==> config.mk <==
export PLATFORM = sky130hd
export DESIGN_NAME = fill_rect_word_gen_flat
export DESIGN_NICKNAME = d
export VERILOG_FILES = /design/src/rtl/fill_rect_word_gen_pkg.sv /design/src/rtl/fill_rect_word_gen_if.sv /design/src/rtl/fill_rect_word_gen_lane_mask.sv /design/src/rtl/fill_rect_word_gen.sv /design/src/flat_wrapper.sv
export SDC_FILE = /design/constraint.sdc
export NUM_CORES = 1
export LEC_CHECK = 0
export BUFFER_PORTS_ARGS = -buffer_cell sky130_fd_sc_hd__buf_2
export CORE_AREA = 3 3 125 188
export CTS_BUF_LIST = sky130_fd_sc_hd__clkbuf_4
export DETAILED_ROUTE_END_ITERATION = 6
export DIE_AREA = 0 0 128 191
export GPL_ROUTABILITY_DRIVEN = 0
export PLACE_DENSITY_LB_ADDON = 0.05
export SLEW_MARGIN = 10
export SYNTH_ARGS = -nofsm -noshare
export SYNTH_HDL_FRONTEND = slang
export SYNTH_SLANG_ARGS = --single-unit
==> constraint.sdc <==
create_clock -name clk -period 18.2 [get_ports clk]
set_input_delay 4.55 -clock clk [delete_from_list [all_inputs] [get_ports clk]]
set_output_delay 4.55 -clock clk [all_outputs]
set_load 0.02 [all_outputs]
==> src/rtl/fill_rect_word_gen_pkg.sv <==
// ============================================================================
//  Module   : fill_rect_pkg
//  Brief    : Shared types and constants for the fill-rectangle word generator.
//  Revision : 1.0 - initial release
// ============================================================================
`default_nettype none

package fill_rect_pkg;

    typedef enum logic [0:0] {
        ST_IDLE  = 1'b0,
        ST_DRIVE = 1'b1
    } state_e;

    localparam logic MODE_FILL    = 1'b0;
    localparam logic MODE_OUTLINE = 1'b1;

    localparam int DEF_ADDR_W      = 16;
    localparam int DEF_DIM_W       = 16;
    localparam int DEF_CH_BITS     = 4;
    localparam int DEF_NUM_CH      = 3;
    localparam int DEF_LINE_STRIDE = 240;

    localparam int P = 32 / DEF_CH_BITS;

    // Width of the in-word pixel offset; kept at least 1 bit for one-pixel words.
    function automatic int x0_width(input int ch_bits);
        int p;
        p = 32 / ch_bits;
        return (p > 1) ? $clog2(p) : 1;
    endfunction

endpackage

`default_nettype wire

==> src/rtl/fill_rect_word_gen_if.sv <==
// ============================================================================
//  Module   : fill_rect_word_gen_if
//  Brief    : Command and arbiter-write bundle of the fill-rectangle generator.
//  Revision : 1.0 - initial release
// ============================================================================
`default_nettype none

interface fill_rect_word_gen_if
    import fill_rect_pkg::*;
#(
    parameter int ADDR_W  = DEF_ADDR_W,
    parameter int DIM_W   = DEF_DIM_W,
    parameter int CH_BITS = DEF_CH_BITS,
    parameter int NUM_CH  = DEF_NUM_CH
) ();

    localparam int X0_W = x0_width(CH_BITS);

    logic                        in_rts;
    logic                        out_rtr;
    logic [ADDR_W-1:0]           cmd_addr;
    logic [X0_W-1:0]             cmd_x0;
    logic [DIM_W-1:0]            cmd_wid;
    logic [DIM_W-1:0]            cmd_hgt;
    logic [NUM_CH*CH_BITS-1:0]   cmd_color;
    logic                        cmd_mode;

    logic                        arb_out_rts;
    logic                        arb_in_rtr;
    logic [ADDR_W-1:0]           arb_out_addr;
    logic [31:0]                 arb_out_data;
    logic [31:0]                 arb_out_bmask;
    logic [3:0]                  arb_out_wben;
    logic                        arb_out_op;

    modport slave (
        input  in_rts, cmd_addr, cmd_x0, cmd_wid, cmd_hgt, cmd_color, cmd_mode,
        input  arb_in_rtr,
        output out_rtr,
        output arb_out_rts, arb_out_addr, arb_out_data, arb_out_bmask,
        output arb_out_wben, arb_out_op
    );

    modport master (
        output in_rts, cmd_addr, cmd_x0, cmd_wid, cmd_hgt, cmd_color, cmd_mode,
        output arb_in_rtr,
        input  out_rtr,
        input  arb_out_rts, arb_out_addr, arb_out_data, arb_out_bmask,
        input  arb_out_wben, arb_out_op
    );

endinterface

`default_nettype wire

==> src/rtl/fill_rect_word_gen_lane_mask.sv <==
// ============================================================================
//  Module   : fill_rect_lane_mask
//  Brief    : Combinational bit mask of the pixel lanes written in one word.
//  Revision : 1.0 - initial release
// ============================================================================
`default_nettype none

module fill_rect_lane_mask
    import fill_rect_pkg::*;
#(
    parameter int DIM_W   = DEF_DIM_W,
    parameter int CH_BITS = DEF_CH_BITS
) (
    input  wire logic [DIM_W:0]                 i_word,
    input  wire logic [x0_width(CH_BITS)-1:0]   i_x0,
    input  wire logic [DIM_W-1:0]               i_wid,
    input  wire logic                           i_mode,
    input  wire logic                           i_edge_row,
    output logic [31:0]                         o_bmask
);

    localparam int PW    = 32 / CH_BITS;
    localparam int LOG2P = $clog2(PW);

    logic [DIM_W:0] w_first;
    logic [DIM_W:0] w_last;

    // One extra bit keeps x0+wid-1 exact at the largest width.
    assign w_first = (DIM_W+1)'(i_x0);
    assign w_last  = w_first + (DIM_W+1)'(i_wid) - (DIM_W+1)'(1);

    for (genvar l = 0; l < PW; l++) begin : g_lane
        logic [DIM_W:0] w_p;
        logic           w_on;

        assign w_p  = (i_word << LOG2P) + (DIM_W+1)'(l);
        assign w_on = (i_mode == MODE_OUTLINE && !i_edge_row)
                    ? (w_p == w_first || w_p == w_last)
                    : (w_p >= w_first && w_p <= w_last);
        assign o_bmask[l*CH_BITS +: CH_BITS] = {CH_BITS{w_on}};
    end

endmodule

`default_nettype wire

==> src/rtl/fill_rect_word_gen.sv <==
// ============================================================================
//  Module   : fill_rect_word_gen
//  Brief    : Turns rectangle commands into masked per-plane arbiter writes.
//  Revision : 1.0 - initial release
// ============================================================================
`default_nettype none

module fill_rect_word_gen
    import fill_rect_pkg::*;
#(
    parameter int ADDR_W      = DEF_ADDR_W,
    parameter int DIM_W       = DEF_DIM_W,
    parameter int CH_BITS     = DEF_CH_BITS,
    parameter int NUM_CH      = DEF_NUM_CH,
    parameter int LINE_STRIDE = DEF_LINE_STRIDE
) (
    input  wire logic           clk,
    input  wire logic           rst_,
    fill_rect_word_gen_if.slave bus
);

    localparam int PW    = 32 / CH_BITS;
    localparam int LOG2P = $clog2(PW);
    localparam int X0_W  = x0_width(CH_BITS);
    localparam int CH_W  = (NUM_CH > 1) ? $clog2(NUM_CH) : 1;
    localparam int COL_W = NUM_CH * CH_BITS;

    state_e                state_q, state_d;
    logic [ADDR_W-1:0]     row_base_q, row_base_d;
    logic [X0_W-1:0]       x0_q, x0_d;
    logic [DIM_W-1:0]      wid_q, wid_d, hgt_q, hgt_d, row_q, row_d;
    logic [DIM_W:0]        word_q, word_d;
    logic [CH_W-1:0]       ch_q, ch_d;
    logic [COL_W-1:0]      color_q, color_d;
    logic                  mode_q, mode_d;
    logic [ADDR_W-1:0]     addr_q, addr_d;
    logic [31:0]           data_q, data_d, bmask_q, bmask_d;
    logic [3:0]            wben_q, wben_d;
    logic                  op_q, op_d;

    logic [31:0]           w_lane_mask;
    logic [3:0]            w_wben;
    logic [CH_BITS-1:0]    w_chan;
    logic [DIM_W:0]        w_last_word;
    logic                  w_mid_q, w_mid_d;

    function automatic logic is_middle(input logic mode, input logic [DIM_W-1:0] wid,
                                       input logic [DIM_W-1:0] hgt, input logic [DIM_W-1:0] row);
        return (mode == MODE_OUTLINE) && (wid > DIM_W'(2)) && (hgt > DIM_W'(2)) &&
               (row != '0) && (row != hgt - DIM_W'(1));
    endfunction

    assign w_last_word = ((DIM_W+1)'(x0_q) + (DIM_W+1)'(wid_q) - (DIM_W+1)'(1)) >> LOG2P;
    assign w_mid_q     = is_middle(mode_q, wid_q, hgt_q, row_q);
    assign w_mid_d     = is_middle(mode_d, wid_d, hgt_d, row_d);

    // Position advance: channel fastest, then word, then row.
    always_comb begin
        state_d    = state_q;
        row_base_d = row_base_q;
        x0_d       = x0_q;
        wid_d      = wid_q;
        hgt_d      = hgt_q;
        row_d      = row_q;
        word_d     = word_q;
        ch_d       = ch_q;
        color_d    = color_q;
        mode_d     = mode_q;
        case (state_q)
            ST_IDLE: begin
                if (bus.in_rts) begin
                    x0_d       = bus.cmd_x0;
                    wid_d      = bus.cmd_wid;
                    hgt_d      = bus.cmd_hgt;
                    color_d    = bus.cmd_color;
                    mode_d     = bus.cmd_mode;
                    row_base_d = bus.cmd_addr;
                    row_d      = '0;
                    word_d     = '0;
                    ch_d       = '0;
                    if (bus.cmd_wid != '0 && bus.cmd_hgt != '0) begin
                        state_d = ST_DRIVE;
                    end
                end
            end
            ST_DRIVE: begin
                if (bus.arb_in_rtr) begin
                    if (ch_q != CH_W'(NUM_CH - 1)) begin
                        ch_d = ch_q + CH_W'(1);
                    end else begin
                        ch_d = '0;
                        if (word_q != w_last_word) begin
                            // Middle outline rows jump straight from the left edge word to the right one.
                            word_d = w_mid_q ? w_last_word : word_q + (DIM_W+1)'(1);
                        end else begin
                            word_d = '0;
                            if (row_q == hgt_q - DIM_W'(1)) begin
                                state_d = ST_IDLE;
                            end else begin
                                row_d      = row_q + DIM_W'(1);
                                row_base_d = row_base_q + ADDR_W'(LINE_STRIDE);
                            end
                        end
                    end
                end
            end
            default: state_d = ST_IDLE;
        endcase
    end

    fill_rect_lane_mask #(
        .DIM_W   (DIM_W),
        .CH_BITS (CH_BITS)
    ) u_lane_mask (
        .i_word     (word_d),
        .i_x0       (x0_d),
        .i_wid      (wid_d),
        .i_mode     (mode_d),
        .i_edge_row (!w_mid_d),
        .o_bmask    (w_lane_mask)
    );

    for (genvar b = 0; b < 4; b++) begin : g_wben
        assign w_wben[b] = |w_lane_mask[b*8 +: 8];
    end

    assign w_chan = color_d[ch_d*CH_BITS +: CH_BITS];

    // Output registers are loaded from the upcoming position, so they hold while rtr is low.
    always_comb begin
        addr_d  = '0;
        data_d  = '0;
        bmask_d = '0;
        wben_d  = '0;
        op_d    = 1'b0;
        if (state_d == ST_DRIVE) begin
            addr_d  = row_base_d + ADDR_W'(word_d) * ADDR_W'(NUM_CH) + ADDR_W'(ch_d);
            bmask_d = w_lane_mask;
            data_d  = {PW{w_chan}} & w_lane_mask;
            wben_d  = w_wben;
            op_d    = 1'b1;
        end
    end

    always_ff @(posedge clk or negedge rst_) begin
        if (!rst_) begin
            state_q    <= ST_IDLE;
            row_base_q <= '0;
            x0_q       <= '0;
            wid_q      <= '0;
            hgt_q      <= '0;
            row_q      <= '0;
            word_q     <= '0;
            ch_q       <= '0;
            color_q    <= '0;
            mode_q     <= 1'b0;
            addr_q     <= '0;
            data_q     <= '0;
            bmask_q    <= '0;
            wben_q     <= '0;
            op_q       <= 1'b0;
        end else begin
            state_q    <= state_d;
            row_base_q <= row_base_d;
            x0_q       <= x0_d;
            wid_q      <= wid_d;
            hgt_q      <= hgt_d;
            row_q      <= row_d;
            word_q     <= word_d;
            ch_q       <= ch_d;
            color_q    <= color_d;
            mode_q     <= mode_d;
            addr_q     <= addr_d;
            data_q     <= data_d;
            bmask_q    <= bmask_d;
            wben_q     <= wben_d;
            op_q       <= op_d;
        end
    end

    assign bus.out_rtr       = (state_q == ST_IDLE);
    assign bus.arb_out_rts   = (state_q == ST_DRIVE);
    assign bus.arb_out_addr  = addr_q;
    assign bus.arb_out_data  = data_q;
    assign bus.arb_out_bmask = bmask_q;
    assign bus.arb_out_wben  = wben_q;
    assign bus.arb_out_op    = op_q;

endmodule

`default_nettype wire

==> src/flat_wrapper.sv <==
// flat-port wrapper written by rule: the top's interface ports become plain ports
module fill_rect_word_gen_flat import fill_rect_pkg::*;
#(
    parameter int ADDR_W      = DEF_ADDR_W,
    parameter int DIM_W       = DEF_DIM_W,
    parameter int CH_BITS     = DEF_CH_BITS,
    parameter int NUM_CH      = DEF_NUM_CH,
    parameter int LINE_STRIDE = DEF_LINE_STRIDE
)
  (clk, rst_, bus_in_rts, bus_cmd_addr, bus_cmd_x0, bus_cmd_wid, bus_cmd_hgt, bus_cmd_color, bus_cmd_mode, bus_arb_in_rtr, bus_out_rtr, bus_arb_out_rts, bus_arb_out_addr, bus_arb_out_data, bus_arb_out_bmask, bus_arb_out_wben, bus_arb_out_op);
  fill_rect_word_gen_if #(.ADDR_W(ADDR_W), .DIM_W(DIM_W), .CH_BITS(CH_BITS), .NUM_CH(NUM_CH)) bus_i ();
  input  wire logic clk;
  input  wire logic rst_;
  input wire logic [$bits(bus_i.in_rts)-1:0] bus_in_rts;
  input wire logic [$bits(bus_i.cmd_addr)-1:0] bus_cmd_addr;
  input wire logic [$bits(bus_i.cmd_x0)-1:0] bus_cmd_x0;
  input wire logic [$bits(bus_i.cmd_wid)-1:0] bus_cmd_wid;
  input wire logic [$bits(bus_i.cmd_hgt)-1:0] bus_cmd_hgt;
  input wire logic [$bits(bus_i.cmd_color)-1:0] bus_cmd_color;
  input wire logic [$bits(bus_i.cmd_mode)-1:0] bus_cmd_mode;
  input wire logic [$bits(bus_i.arb_in_rtr)-1:0] bus_arb_in_rtr;
  output wire logic [$bits(bus_i.out_rtr)-1:0] bus_out_rtr;
  output wire logic [$bits(bus_i.arb_out_rts)-1:0] bus_arb_out_rts;
  output wire logic [$bits(bus_i.arb_out_addr)-1:0] bus_arb_out_addr;
  output wire logic [$bits(bus_i.arb_out_data)-1:0] bus_arb_out_data;
  output wire logic [$bits(bus_i.arb_out_bmask)-1:0] bus_arb_out_bmask;
  output wire logic [$bits(bus_i.arb_out_wben)-1:0] bus_arb_out_wben;
  output wire logic [$bits(bus_i.arb_out_op)-1:0] bus_arb_out_op;
  assign bus_i.in_rts = bus_in_rts;
  assign bus_i.cmd_addr = bus_cmd_addr;
  assign bus_i.cmd_x0 = bus_cmd_x0;
  assign bus_i.cmd_wid = bus_cmd_wid;
  assign bus_i.cmd_hgt = bus_cmd_hgt;
  assign bus_i.cmd_color = bus_cmd_color;
  assign bus_i.cmd_mode = bus_cmd_mode;
  assign bus_i.arb_in_rtr = bus_arb_in_rtr;
  assign bus_out_rtr = bus_i.out_rtr;
  assign bus_arb_out_rts = bus_i.arb_out_rts;
  assign bus_arb_out_addr = bus_i.arb_out_addr;
  assign bus_arb_out_data = bus_i.arb_out_data;
  assign bus_arb_out_bmask = bus_i.arb_out_bmask;
  assign bus_arb_out_wben = bus_i.arb_out_wben;
  assign bus_arb_out_op = bus_i.arb_out_op;
  fill_rect_word_gen #(.ADDR_W(ADDR_W), .DIM_W(DIM_W), .CH_BITS(CH_BITS), .NUM_CH(NUM_CH), .LINE_STRIDE(LINE_STRIDE)) u_core (.clk(clk), .rst_(rst_), .bus(bus_i));
endmodule
-- Word-level counts from Yosys, hierarchy flattened
Cells that the tools add are included.
- register bits after elaboration: 185
- output and inout bits: 87
- logic and storage cells: 170
- input bits: 68
- multiplexer cells: 52
- bitwise gates (word level): 2
- multiply operators: 1
- eq/ne operators: 24
- order comparisons: 20
- add/sub/neg operators: 19
- shift operators: 1
- reduce and logical (&&, ||, !) cells: 35
- operator list (operator ; number):
    $mux 16 ; 15
    $eq 17x17->1 ; 8
    $eq 17x3->1 ; 8
    $ge 17x3->1 ; 8
    $le 17x17->1 ; 8
    $mux 17 ; 5
    $add 17x3->17 const B ; 4
    $gt 16x2->1 const B ; 4
    $mux 32 ; 2
    $pmux 16 s2 ; 2
    $reduce_bool 16->1 ; 4
    $add 17x1->17 const B ; 2
    $add 17x2->17 const B ; 2
    $add 3x16->17 ; 2
    $pmux 17 s2 ; 1
    $sub 17x1->17 const B ; 2
    $and 32x32->32 ; 1
    $ne 16x16->1 ; 2
    $sub 16x1->16 const B ; 2
    $mux 12 ; 2
    $logic_and 1x1->1 ; 18
    $mux 1 ; 17
    $ne 17x14->1 ; 1
    $add 16x1->16 const B ; 1
    other kinds (17) ; 33

-- Depth between registers and ports, before layout
- depth in word-level cells: 16
- gate-level depth with buffers: 38

-- Modules after synthesis
A second synthesis with hierarchy kept.
- cell total of the unflattened synthesis: 1652
- area total of the unflattened synthesis: 14258.7 µm²
- by module, submodules not included (module ; area an instance (µm²) ; sequential area each (µm²) ; cells an instance ; times used):
    fill_rect_word_gen ; 12459.4 ; 4604.4 ; 1395 ; 1
    fill_rect_lane_mask ; 1799.2 ; 0.0 ; 257 ; 1

-- Worst setup path before layout
Ideal clock, no wire load.
- kind: in2reg
- start: input bus_in_rts
- end: register u_core.data_q[12], in the netlist u_core.bus.arb_out_data[12]
- cell stages on the path: 34
- slack: 6.153 ns
- buffers on the path: 8
- data required time: 18.114 ns
- arrival time: 11.961 ns
- path through: nor2b_1 clkbuf_1 buf_1 clkbuf_1 clkbuf_1 buf_1 buf_1 clkbuf_1 clkbuf_1 nor2_1 a21oi_1 inv_1 ha_1 nor2_1 or3_1 o21a_1 nor2_1 nand2_1 a21oi_1 o21ai_0 a21oi_1 o21ai_0 a21oi_1 nor2_1 xnor2_1 ha_1 nand3_1 or4_1 a2111o_1 or2_0 or3_1 nor3_1 a211oi_2 nor3_1
- longest elaborated chain between the ends: 11
- elaborated cells on any way between the ends: 41
- classes of those cells: 4 x add/sub; 4 x order compare; 3 x eq/ne; 1 x shift; 20 x mux; 1 x bitwise; 8 x reduce/logical
- RTL lines (what ; RTL line ; source):
    start: declaration ; flat_wrapper.sv:14 ; input wire logic [$bits(bus_i.in_rts)-1:0] bus_in_rts;
    $mux 16 * ; fill_rect_word_gen.sv:71 ; if (bus.in_rts) begin
    $mux 16 * ; fill_rect_word_gen.sv:69 ; case (state_q)
    via u_core.u_lane_mask.i_wid[5] ; fill_rect_word_gen_lane_mask.sv:16 ; input wire logic [DIM_W-1:0] i_wid,
    parallel branches: the longest is 6 deep, another holds $add 3x16->17 ; n/a ;
    $mux 1 * ; fill_rect_word_gen_lane_mask.sv:38 ; ? (w_p == w_first || w_p == w_last)
    $and 32x32->32 * ; fill_rect_word_gen.sv:139 ; data_d = {PW{w_chan}} & w_lane_mask;
    $mux 32 * ; fill_rect_word_gen.sv:136 ; if (state_d == ST_DRIVE) begin
    via u_core.data_d[12] ; fill_rect_word_gen.sv:37 ; logic [31:0] data_q, data_d, bmask_q, bmask_d;
    end signal: assignment ; fill_rect_word_gen.sv:174 ; data_q <= data_d;
    end: declaration ; fill_rect_word_gen.sv:37 ;
Mark *: on every way through the listed nets, which the timed path passes. The select of a mux whose other input is x is not followed.
A chain may end at the register's enable or synchronous reset.

-- Worst setup path in the final report
- start: input bus_in_rts
- end: register u_core.data_q[15], in the netlist u_core.bus.arb_out_data[15]
- longest elaborated chain between the ends: 11
- elaborated cells on any way between the ends: 41
- classes of those cells: 4 x add/sub; 4 x order compare; 3 x eq/ne; 1 x shift; 20 x mux; 1 x bitwise; 8 x reduce/logical
- RTL lines (what ; RTL line):
    parallel branches: the longest is 10 deep, another holds $add 3x16->17 ; n/a
    $mux 32 * ; fill_rect_word_gen.sv:136
    via u_core.data_d[15] ; fill_rect_word_gen.sv:37
Marks and branches as above.

==> impl_metrics.ini <==
[cts]
post_cts_buffers = 0
clkTransAtPathRegs_ps = 150
root_buffer = clkbuf_4
cts_resized = 0
postCtsHoldBufs = 0
cts_sinks = 160
cts_max_level = 4
cts_made_buffers = 17
clockBufferDepth = 2
clk_latency_ps = 630
tritoncts = done

[floorplan]
fp-row-count = 67
die_y_um = 191
start_util = 0.645
io_pins = 155
die-area_sq_um = 24400
die_w_um = 128
core_sq_um = 22100

[timing]
drv_slew = 0
post-route-min-period_ps = 11460
setup-tns-final_ps = 0
finalCritPeriodShare = 0.630
final_hold_viol_count = 0
worstMarginPinSlew_ps = 1300
setup_viol = 0
clock_skew_ps = 37.7
max_freq_mhz = 87.2
relSlewSlack = 0.131
rsz0062_at_grt = false
finalWorstSetupSlack_ps = 6740

[routing]
first_pass_iters = 7
drt_iter0_markers = 1494
routed_wl_mm = 46.5
vias = 13800
wl_per_cell_um = 22.1
drc = 0
vias_per_cell = 6.58
ant_nets = 0

[power]
ir_worst_vdd_mv = 0.128
power.density_nw_per_um2 = 160
p_leak_nw = 7.40

[min_path]
whs_endpoint = u_core.color_q[6]$_DFF_PN0_
worstHoldStart = u_core.color_q[6]$_DFF_PN0_
holdPathStages = 2
hp-class = flop to flop

[critical_path]
worstPathArrival_ps = 11970
r2r_setup_slack_ps = 9080
timing.rr.start = u_core.wid_q[2]$_DFF_PN0_
cp-end-kind = flop
critPathTopFamily = compound AO/OA/AOI/OAI gates
rr_endpoint = u_core.bus.arb_out_addr[15]$_DFF_PN0_
r2r_cells = 37
critical_path_class = input pin to flop
required_ps = 18710
crit_fanout = 20
cpMostUsedCell = a21oi_1
worst_setup_path_start_kind = input pin
cp_slowest_cell = mux2i_1
max_stage_delay_ps = 620
cp_num_buf_inv = 2

[grt]
track_usage = 0.386
grt_overflow = 0
antenna_found_initial = 3
grt_pass1_vias = 13600
grt_first_pass_wirelength_mm = 72.8
grt_max_degree = 87

[finish]
fillerInstances = 1920
regArea_sq_um = 4000
areaGrowthSynthToFinish_pct = 7.29
drive_gt1_frac = 0.131
multi_input_area_sq_um = 9250
fin_nets = 2000

[flow_run]
timing.max_cap.violations = 0

[logic_synthesis]
yosys-top-cells-area = dfrtp_1 28%, ha_1 10%, xnor2_1 4.8%
synth-edff-count = 0
yosysSeqAreaShare = 0.281
syn_nets = 1911
netlist_area_sq_um = 14300
synth_top_area_cell = dfrtp_1
ys_warn_count = 0
synth_top_area_frac = 0.281
ys_top_cells_by_count = 174 x nand2_1, 160 x dfrtp_1, 145 x inv_1, 137 x nor2_1, 117 x ha_1
yosysMostFrequentCell = nand2_1
ys.flop_type = dfrtp_1
syn_avg_cell_area_sq_um = 8.31
synth_cell_types = 99
async_flop_share = 1.00
synth-seq-cells = 160
synthCells = 1718

[placement]
io_buffers = 154
dp_hpwl_mm = 35.1
dp_slack_ps = 6230

[status]
status = finished, final reports clean
==> placed cells by master, fill, tap and decap left out, types with 51 or more instances in the layout <==
cell     count
nand2_1    174
inv_1      145
xnor2_1     78
a21oi_1     91
buf_2      153
nor2_1     137
nand3_1     58
ha_1       117
dfrtp_1    160
mux2i_1     55
nor3_1      51
o21ai_0     51
==> flip-flops by register name, summed over array words and instances, names as in the netlist <==
register / flops
u_core.row_base_q: 16
u_core.color_q: 12
u_core.row_q: 16
u_core.bus.arb_out_wben: 4
u_core.mode_q: 1
u_core.hgt_q: 16
u_core.bus.arb_out_addr: 16
u_core.bus.arb_out_bmask: 8
u_core.bus.arb_out_data: 32
u_core.word_q: 17
u_core.x0_q: 3
u_core.bus.arb_out_op: 1
u_core.wid_q: 16
u_core.ch_q: 2
==> through the flow <==
step / hold WS (ps) / utilization / instances / instance area, sq um / power, mW
2_1_floorplan: 440 / - / 1718 / 14300 / 1.72
3_3_place_gp: 453 / 0.679 / 2064 / 15000 / 2.14
3_5_place_dp: 461 / 0.679 / 2064 / 15000 / 2.16
4_1_cts: 495 / 0.692 / 2096 / 15300 / 2.41
5_1_grt: 525 / 0.692 / 2097 / 15300 / 2.63
6_report: 494 / 0.692 / 2098 / 15300 / 2.46
==> report_power, final <==
part | internal, mW | switching [mW]
logic | 0.612 | 1.08
registers | 0.461 | 0.0751
clock network | 0.0852 | 0.144
==> worst max path at each step <==
| stage | start | to | slack [ps] | cells after the start |
|---|---|---|---|---|
| 2_1_floorplan | bus_in_rts | u_core.bus.arb_out_data[12]$_DFF_PN0_ | 6150 | 34 |
| 3_3_place_gp | bus_in_rts | u_core.bus.arb_out_data[14]$_DFF_PN0_ | 6520 | 30 |
| 3_5_place_dp | bus_in_rts | u_core.bus.arb_out_data[15]$_DFF_PN0_ | 6230 | 30 |
| 4_1_cts | bus_in_rts | u_core.bus.arb_out_data[15]$_DFF_PN0_ | 6850 | 30 |
| 5_1_grt | bus_in_rts | u_core.bus.arb_out_data[15]$_DFF_PN0_ | 6310 | 30 |
| 6_report | bus_in_rts | u_core.bus.arb_out_data[15]$_DFF_PN0_ | 6740 | 30 |
==> per-layer routing <==
layer | GRT usage | wire (um) | up-vias
met1 | 0.417 | 15900 | 6481
met5 | 0 | 13 | -
met3 | 0.0995 | 3820 | 280
met4 | 0.306 | 4460 | 2
met2 | 0.635 | 22300 | 752
li1 | - | - | 6296
==> cells by family after synthesis <==
family,after synthesis,synth area share
DFF,160,0.281
muxes,61,0.0433
AOI/OAI and AO/OA,372,0.188
buffers and inverters,243,0.0726
xor gates and xnor gates,120,0.0775
and+or+nand+nor,636,0.224
adders and majority gates,126,0.114
==> layout make-up <==
type                            instances  share of cell area
Antenna cell                            2            0.000327
Tap cell                              276              0.0226
Clock buffer                           18             0.00882
Clock inverter                         14              0.0102
Timing Repair Buffer                  166              0.0566
Inverter                              147              0.0360
Sequential cell                       160               0.261
Multi-Input combinational cell       1315               0.604
==> worst min-delay path, cell delays in order, from the launching register on <==
cell and delay (ps):
dfrtp_1 350, nand2_1 40, nand2_1 80
(Power assumes the default switching activity.)
